[src/rtl/uart_rx_deframer.sv]
// Purpose: 16x-oversampled UART receive deframer (8 data bits, optional parity, 1 or 2 stop bits).
// Latency: urxd_i passes a 2-flop synchronizer; rx_valid_o rises 1 cycle after DONE (tick 15 of the last stop bit).
// Backpressure: one holding register; a frame that completes while it is full is dropped and overrun_o pulses.
// Optional feature: define UART_RX_BREAK_DET_EN to enable break detection on break_o.
module uart_rx_deframer #(
    parameter int DIV_W = 16,
    parameter int OSR   = 16
) (
    input  logic             clk26m,
    input  logic             rst26m,
    input  logic             rx_en_i,
    input  logic [DIV_W-1:0] baud_div_i,
    input  logic             parity_en_i,
    input  logic             parity_odd_i,
    input  logic             stop2_i,
    input  logic             urxd_i,
    output logic [7:0]       rx_data_o,
    output logic             rx_valid_o,
    input  logic             rx_ready_i,
    output logic             parity_err_o,
    output logic             frame_err_o,
    output logic             overrun_o,
    output logic             break_o
);

    typedef enum logic [2:0] {IDLE, START, DATA, PARITY, STOP1, STOP2, DONE} state_t;

    localparam logic [3:0] LAST_TICK = 4'(OSR - 1);
    localparam logic [3:0] TICK_S0   = 4'd7;
    localparam logic [3:0] TICK_S1   = 4'd8;
    localparam logic [3:0] TICK_S2   = 4'd9;

    state_t           state, state_n;
    logic             sync1, sync2, line_prev;
    logic [DIV_W-1:0] div_cnt, div_reload;
    logic             tick;
    logic [3:0]       tcnt;
    logic             samp0, samp1, maj;
    logic             commit, bit_end, fall, start;
    logic [2:0]       bit_idx;
    logic [7:0]       shift;
    logic             cfg_par_en, cfg_par_odd, cfg_stop2;
    logic             par_err, frm_err;
    logic             done, load;
    logic             brk_block;

    // Two-flop synchronizer plus one history flop for falling-edge detection.
    // Edge detection needs a high level before a low one, so after a frame error
    // a line still stuck low cannot start a new frame until it has gone high.
    always_ff @(posedge clk26m) begin
        if (rst26m) begin
            sync1     <= 1'b1;
            sync2     <= 1'b1;
            line_prev <= 1'b1;
        end else begin
            sync1     <= urxd_i;
            sync2     <= sync1;
            line_prev <= sync2;
        end
    end

    assign fall       = line_prev & ~sync2;
    assign div_reload = (baud_div_i == '0) ? '0 : baud_div_i - DIV_W'(1);
    assign tick       = rx_en_i && (div_cnt == '0);

    // Oversample tick down-counter; divisor changes are picked up at reload.
    always_ff @(posedge clk26m) begin
        if (rst26m)
            div_cnt <= '0;
        else if (!rx_en_i || div_cnt == '0)
            div_cnt <= div_reload;
        else
            div_cnt <= div_cnt - DIV_W'(1);
    end

    assign start   = (state == IDLE) && rx_en_i && fall && !brk_block;
    assign commit  = tick && (tcnt == TICK_S2);
    assign bit_end = tick && (tcnt == LAST_TICK);
    assign maj     = (samp0 & samp1) | (samp0 & sync2) | (samp1 & sync2);

    // Tick-within-bit counter, phase-aligned to the start edge.
    always_ff @(posedge clk26m) begin
        if (rst26m)
            tcnt <= '0;
        else if (start)
            tcnt <= '0;
        else if (tick)
            tcnt <= tcnt + 4'd1;
    end

    // FSM state register.
    always_ff @(posedge clk26m) begin
        if (rst26m)
            state <= IDLE;
        else
            state <= state_n;
    end

    // Next-state logic; dropping rx_en_i abandons any partial frame.
    always_comb begin
        state_n = state;
        case (state)
            IDLE:    if (start) state_n = START;
            START:   if (commit && maj) state_n = IDLE;
                     else if (bit_end) state_n = DATA;
            DATA:    if (bit_end && bit_idx == 3'd7) state_n = cfg_par_en ? PARITY : STOP1;
            PARITY:  if (bit_end) state_n = STOP1;
            STOP1:   if (bit_end) state_n = cfg_stop2 ? STOP2 : DONE;
            STOP2:   if (bit_end) state_n = DONE;
            DONE:    state_n = IDLE;
            default: state_n = IDLE;
        endcase
        if (!rx_en_i && state != IDLE && state != DONE)
            state_n = IDLE;
    end

    // Frame datapath: mid-bit samples, shift register, per-frame config and error flags.
    always_ff @(posedge clk26m) begin
        if (rst26m) begin
            samp0       <= 1'b1;
            samp1       <= 1'b1;
            bit_idx     <= '0;
            shift       <= '0;
            cfg_par_en  <= 1'b0;
            cfg_par_odd <= 1'b0;
            cfg_stop2   <= 1'b0;
            par_err     <= 1'b0;
            frm_err     <= 1'b0;
        end else begin
            if (tick && tcnt == TICK_S0) samp0 <= sync2;
            if (tick && tcnt == TICK_S1) samp1 <= sync2;
            if (state == START && bit_end) begin
                cfg_par_en  <= parity_en_i;
                cfg_par_odd <= parity_odd_i;
                cfg_stop2   <= stop2_i;
                bit_idx     <= '0;
                par_err     <= 1'b0;
                frm_err     <= 1'b0;
            end
            if (state == DATA && commit)  shift   <= {maj, shift[7:1]};
            if (state == DATA && bit_end) bit_idx <= bit_idx + 3'd1;
            if (state == PARITY && commit) par_err <= (maj != (^shift ^ cfg_par_odd));
            if ((state == STOP1 || state == STOP2) && commit && !maj) frm_err <= 1'b1;
        end
    end

`ifdef UART_RX_BREAK_DET_EN
    logic       par_bit, stop1_bit, brk_wait, brk_det;
    logic [3:0] hi_cnt;

    assign brk_det   = (shift == 8'h00) && !par_bit && !stop1_bit;
    assign brk_block = brk_wait;
    assign break_o   = done && brk_det;

    // Break tracking: raw parity/stop1 bits, then hold off new starts until 16 high ticks.
    always_ff @(posedge clk26m) begin
        if (rst26m) begin
            par_bit   <= 1'b0;
            stop1_bit <= 1'b1;
            brk_wait  <= 1'b0;
            hi_cnt    <= '0;
        end else begin
            if (state == START && bit_end) par_bit   <= 1'b0;
            if (state == PARITY && commit) par_bit   <= maj;
            if (state == STOP1 && commit)  stop1_bit <= maj;
            if (done && brk_det) begin
                brk_wait <= 1'b1;
                hi_cnt   <= '0;
            end else if (brk_wait && tick) begin
                if (!sync2) begin
                    hi_cnt <= '0;
                end else if (hi_cnt == LAST_TICK) begin
                    brk_wait <= 1'b0;
                    hi_cnt   <= '0;
                end else begin
                    hi_cnt <= hi_cnt + 4'd1;
                end
            end
        end
    end
`else
    assign brk_block = 1'b0;
    assign break_o   = 1'b0;
`endif

    assign done      = (state == DONE);
    assign load      = done && (!rx_valid_o || rx_ready_i);
    assign overrun_o = done && !load;

    // Holding register: load on DONE when free or being drained, clear on handshake.
    always_ff @(posedge clk26m) begin
        if (rst26m) begin
            rx_data_o    <= '0;
            rx_valid_o   <= 1'b0;
            parity_err_o <= 1'b0;
            frame_err_o  <= 1'b0;
        end else if (load) begin
            rx_data_o    <= shift;
            rx_valid_o   <= 1'b1;
            parity_err_o <= par_err;
            frame_err_o  <= frm_err;
        end else if (rx_valid_o && rx_ready_i) begin
            rx_valid_o   <= 1'b0;
        end
    end

endmodule

[config.mk]
export PLATFORM = sky130hd
export DESIGN_NAME = uart_rx_deframer
export DESIGN_NICKNAME = d
export VERILOG_FILES = /design/src/rtl/uart_rx_deframer.sv
export SDC_FILE = /design/constraint.sdc
export NUM_CORES = 1
export LEC_CHECK = 0
export CAP_MARGIN = 20
export CORE_MARGIN = 3
export CORE_UTILIZATION = 29
export CTS_CLUSTER_SIZE = 30
export DETAILED_ROUTE_END_ITERATION = 12
export GPL_TIMING_DRIVEN = 0
export PLACE_DENSITY = 0.54
export REMOVE_ABC_BUFFERS = 1
export SYNTH_ARGS = -nofsm -noshare
export SYNTH_HDL_FRONTEND = slang
export SYNTH_SLANG_ARGS = --single-unit
[constraint.sdc]
create_clock -name clk26m -period 2.7 [get_ports clk26m]
set_input_delay 0.54 -clock clk26m [delete_from_list [all_inputs] [get_ports clk26m]]
set_output_delay 0.54 -clock clk26m [all_outputs]
set_load 0.005 [all_outputs]
==> results of run 1 <==
-- metrics by stage --
step / power, mW / setup TNS (ns) / setup slack [ns] / instances
global route: 1.778 / 0 / 0.02024 / 512
global placement: 1.191 / -6.084 / -0.4371 / 501
finish: 1.686 / 0 / 0.1894 / 512
detailed placement: 1.191 / -4.011 / -0.3222 / 501
CTS: 1.697 / 0 / 0.002384 / 509
floorplan: 1.093 / 0 / 0.3978 / 333
-- sequential cells by signal, summed over array words and instances, names as in the netlist, 3 cells and up --
name       count
div_cnt       16
rx_data_o      8
shift          8
tcnt           4
bit_idx        3
state          3
-- power by group --
| part | switching (mW) | leakage, nW | internal (mW) |
|---|---|---|---|
| sequential | 0.0337 | 0.447 | 0.842 |
| combinational | 0.160 | 0.769 | 0.152 |
| clock | 0.265 | 0.0505 | 0.234 |
| total | 0.458 | 1.27 | 1.23 |
-- cells in the mapped netlist, types with 4 or more instances --
master / count / area, µm²
nor4_1: 5 / 31.28
xnor2_1: 20 / 175.2
or3_1: 18 / 112.6
clkbuf_1: 9 / 33.78
nand3_1: 18 / 90.09
nor2_1: 31 / 116.4
a21oi_1: 25 / 125.1
inv_1: 11 / 41.29
o22ai_1: 7 / 43.79
mux2i_1: 15 / 150.1
nand2_1: 32 / 120.1
dfxtp_1: 55 / 1101
ha_1: 9 / 112.6
nand2b_1: 8 / 50.05
buf_2: 4 / 20.02
nand3b_1: 4 / 30.03
nor3_1: 11 / 55.05
nand4b_1: 4 / 35.03
xor2_1: 15 / 131.4
-- worst register-to-register path: cells and delay by family, from the launching register on --
family,cells,cell delay (ns)
multiplexers,1,0.29
AO/OA/AOI/OAI,1,0.07
AND/OR/NAND/NOR,3,1.57
flip-flops,1,0.35
-- area by class of cell --
cell class | count | area [µm²]
clock inverter | 1 | 7.507
tap | 133 | 166.4
inverter | 11 | 41.29
clock buffer | 7 | 96.34
multi-input combinational | 267 | 1823
sequential | 55 | 1101
timing repair buffer | 38 | 367.9
fill | 1053 | 6351
-- per-layer routing --
layer | part of all wire [%] | up-vias | routed length [µm] | track usage [%]
met5 | 0 | - | 0 | 0
met4 | 0.56 | 0 | 34 | 2.705
met3 | 3.8 | 4 | 228 | 2.090
met2 | 47 | 35 | 2836 | 18.52
met1 | 49 | 1102 | 2979 | 13.89
li1 | - | 1285 | - | -
-- kinds of logic after synthesis --
| family | Yosys count | share of synthesized area (%) |
|---|---|---|
| AOI/OAI and AO/OA | 51 | 10.77 |
| adders and majority gates | 10 | 4.045 |
| muxes | 16 | 5.448 |
| buffers and inverters | 27 | 4.003 |
| xor gates and xnor gates | 36 | 10.85 |
| and+or+nand+nor | 153 | 28.44 |
| other | 1 | 0.1237 |
| DFF | 55 | 36.32 |
-- repair_timing --
item / 4_1_cts / 5_1_grt
pin swaps: 0 / 1
gates resized for setup: 1 / 2
hold buffers: 0 / 0
cloned: 0 / 0
setup endpoints to repair: 1 / 9
setup buffers: 0 / 3
-- worst min-delay path by stage --
stage | depth (start not counted) | to
2_1_floorplan | 1 | sync2
3_3_place_gp | 1 | sync2
3_5_place_dp | 1 | sync2
4_1_cts | 1 | sync2
5_1_grt | 1 | sync2
6_report | 1 | sync2
==> results.json, run 1 <==
{
  "die_w_um": 108.2,
  "coreArea_um2": 9955,
  "grt_pass1_vias": 2282,
  "clk_path_buf_depth": 2,
  "reg2reg_from": "div_cnt[5]",
  "postSynthCellCount": 349,
  "crit_end": "overrun_o",
  "dp_hpwl_mm": 4.473,
  "clock_skew_ns": 0.009152,
  "final_common_cell": "dfxtp_1",
  "num_io_pins": 37,
  "yosys_warnings": 0,
  "slowest_delay_ns": 0.54,
  "finalCriticalPeriod_ns": 2.511,
  "cts_root_buffer": "clkbuf_8",
  "stdcell_area_um2": 3603,
  "fin_crit_sh_pct": 92.98,
  "max_freq_mhz": 398.3,
  "antenna_found_initial": 0,
  "peakVddDrop_mv": 0.1825,
  "hold_viol": 0,
  "ys_types": 55,
  "netlist_area_um2": 3032,
  "drt-vias-per-instance": 4.738,
  "crit_arrival_ns": 1.97,
  "cp_max_fo": 12,
  "reg2reg_depth": 5,
  "synth_seq_cells": 55,
  "cts_max_level": 2,
  "dieArea_um2": 11720,
  "worstPathCellList": "nor2b_4, nand2_1, nor2_1, clkdlybuf4s50_1",
  "crit_start": "state[1]",
  "die_h_um": 108.2,
  "cts_sinks": 55,
  "required_ns": 2.16,
  "drive_above_1_share_pct": 7.916,
  "port-buffer-count": 35,
  "syn_to_final_growth_pct": 18.86,
  "p_leak_nw": 1.267,
  "diodes": 0,
  "status": "complete, no violations",
  "path_buf_inv": 1,
  "whs_ns": 0.4171,
  "final_core_util_pct": 36.20,
  "end_kind": "output port",
  "synth-edff-count": 0,
  "ys.flop_type": "dfxtp_1",
  "place_area_um2": 3463,
  "crit_family": "simple AND/OR/NAND/NOR gates",
  "grt_overflow_total": 0,
  "gp_congestion": 0.7529,
  "drc": 0,
  "drv_slew": 0,
  "critPathKind": "register to output port",
  "start_util_pct": 30.46,
  "wirelength_mm": 6.078,
  "worst_r2r_endpoint": "state[0]",
  "cts_tree": "built",
  "postSynthAreaPerCell_um2": 8.687,
  "yosysSeqAreaShare_pct": 36.32,
  "track_usage_pct": 10.78,
  "first_pass_iters": 4,
  "critPathLaunchType": "register",
  "rsz0062_at_grt": "no",
  "rows": 36,
  "numCtsBuffers": 5,
  "hold_path.startpoint": "sync1",
  "maxCapViolations": 0,
  "hp-class": "register to register",
  "final_cell_mix": "dfxtp_1 (55), clkdlybuf4s50_1 (34), nand2_1 (32)",
  "synth_async_sr_flop_share_pct": 0,
  "clkLatencyLatePin_ns": 0.30,
  "detail-route-antenna-nets": 0,
  "nets": 411,
  "relSlewSlack_pct": 48.04,
  "grt_pass1_wl_mm": 10.41,
  "cellPowerDensity_nw_per_um2": 467.8,
  "grt_max_degree": 43,
  "tightest_slew_ns": 0.7795,
  "via_count": 2426,
  "cp_slowest_cell": "dfxtp_1",
  "cp.depth": 4,
  "path_clk_slew_ns": 0.09,
  "wl_per_cell_um": 11.87,
  "reg2reg_slack_ns": 0.31,
  "setup_viol": 0,
  "drtIter0Drc": 51
}
(Power assumes the default switching activity.)
==> inputs of run 2 (changes only) <==
--- a/constraint.sdc
+++ b/constraint.sdc
@@ -3,2 +3,2 @@
 set_output_delay 0.54 -clock clk26m [all_outputs]
-set_load 0.005 [all_outputs]
+set_load 0.02 [all_outputs]
==> results.json, run 2 (same netlist as run 1, synthesis figures left out) <==
{
  "status": "complete, no violations",
  "maxCapViolations": 0,
  "grtUsageMet2_pct": 18.56,
  "grt.met1_usage_pct": 13.78,
  "path_clk_slew_ns": 0.09,
  "setup-tns-final_ns": 0,
  "p_leak_nw": 1.268,
  "regMostFlops": "div_cnt",
  "drv_slew": 0,
  "clk_path_buf_depth": 2,
  "via_count": 2426,
  "final_common_cell": "dfxtp_1",
  "fill_cells": 1053,
  "finalCriticalPeriod_ns": 2.480,
  "cts_max_level": 2,
  "dp_hpwl_mm": 4.473,
  "rsz0062_at_grt": "no",
  "clock_skew_ns": 0.009152,
  "numCtsBuffers": 5,
  "cellPowerDensity_nw_per_um2": 467.9,
  "diodes": 0,
  "antenna_found_initial": 0,
  "cp_max_fo": 12,
  "relSlewSlack_pct": 48.04,
  "tightest_slew_ns": 0.7795,
  "syn_to_final_growth_pct": 18.90,
  "drtIter0Drc": 51,
  "port-buffer-count": 35,
  "grt_max_degree": 43,
  "largest_reg_flops": 16,
  "nets": 411,
  "drive_above_1_share_pct": 8.179,
  "dp_cells": 501,
  "cts_tree": "built",
  "drt-vias-per-instance": 4.738,
  "final_cells": 512,
  "end_kind": "output port",
  "fin_crit_sh_pct": 91.84,
  "required_ns": 2.16,
  "wl_per_cell_um": 11.87,
  "grt_pass1_wl_mm": 10.41,
  "grt_overflow_total": 0,
  "dieArea_um2": 11720,
  "critPathLaunchType": "register",
  "max_freq_mhz": 403.3,
  "hp-class": "register to register",
  "crit_arrival_ns": 1.94,
  "clkLatencyLatePin_ns": 0.30,
  "rows": 36,
  "coreArea_um2": 9955,
  "setup_viol": 0,
  "num_io_pins": 37,
  "top_usage_layer": "met2",
  "track_usage_pct": 10.76,
  "grt_pass1_vias": 2284,
  "critPathKind": "register to output port",
  "die_h_um": 108.2,
  "die_w_um": 108.2,
  "wirelength_mm": 6.078,
  "peakVddDrop_mv": 0.1825,
  "gp_congestion": 0.7529,
  "first_pass_iters": 4,
  "cts_root_buffer": "clkbuf_8",
  "detail-route-antenna-nets": 0,
  "final_cell_mix": "dfxtp_1 (54), clkdlybuf4s50_1 (34), nand2_1 (32)",
  "start_util_pct": 30.46,
  "hold_viol": 0,
  "grt_use_met3_pct": 2.090,
  "cts_sinks": 55,
  "drc": 0,
  "largestRegisters": "div_cnt: 16 flops, rx_data_o: 8 flops, shift: 8 flops"
}
-- run 2: path summary, 6_finish.rpt --
kind,to,slack [ns],start,depth (start not counted)
worst max-delay path,overrun_o,0.22,state[1],4
worst min-delay path,sync2,0.42,sync1,1
worst min register to register,sync2,0.42,sync1,1
worst max register to register,state[0],0.31,div_cnt[5],5
-- run 2: what timing repair did --
action                                  in CTS  in global routing
gates resized for setup                      2                  2
endpoints found under the setup margin       1                  9
pin swaps                                    0                  1
buffers inserted                             0                  3
endpoints found under the hold margin        0                  0
hold buffers                                 0                  0
-- run 2: power by group --
group | internal (mW) | switching (mW) | leakage [nW]
clock | 0.234 | 0.265 | 0.0505
sequential | 0.842 | 0.0337 | 0.448
combinational | 0.152 | 0.160 | 0.769
-- run 2: routing by layer --
metal	wire, µm	part of all wire, %
met1	2979	49
met2	2836	47
met3	228	3.8
met4	34	0.56
met5	0	0
-- run 2: through the flow --
step	setup WS [ns]	util [%]	power [mW]	hold slack (ns)	area, µm²
floorplan	0.3978	-	1.094	0.3895	2952
global placement	-0.4371	34.84	1.192	0.3906	3468
detailed placement	-0.3222	34.79	1.192	0.3962	3463
CTS	0.02016	35.91	1.699	0.4203	3575
global route	0.02294	36.21	1.779	0.4487	3605
finish	0.2204	36.21	1.687	0.4171	3605
-- run 2: area by class of cell --
type	count	area, µm²	area share [%]
clock buffer	7	96.34	2.673
clock inverter	1	7.507	0.2083
inverter	11	41.29	1.145
multi-input combinational	267	1823	50.57
sequential	55	1102	30.58
tap	133	166.4	4.616
timing repair buffer	38	367.9	10.20
-- run 2: critical path, stage by stage (launching register included) --
cell and delay (ns):
dfxtp_2 0.44, nor2b_4 0.35, nand2_1 0.12, nor2_1 0.12, clkdlybuf4s50_1 0.61
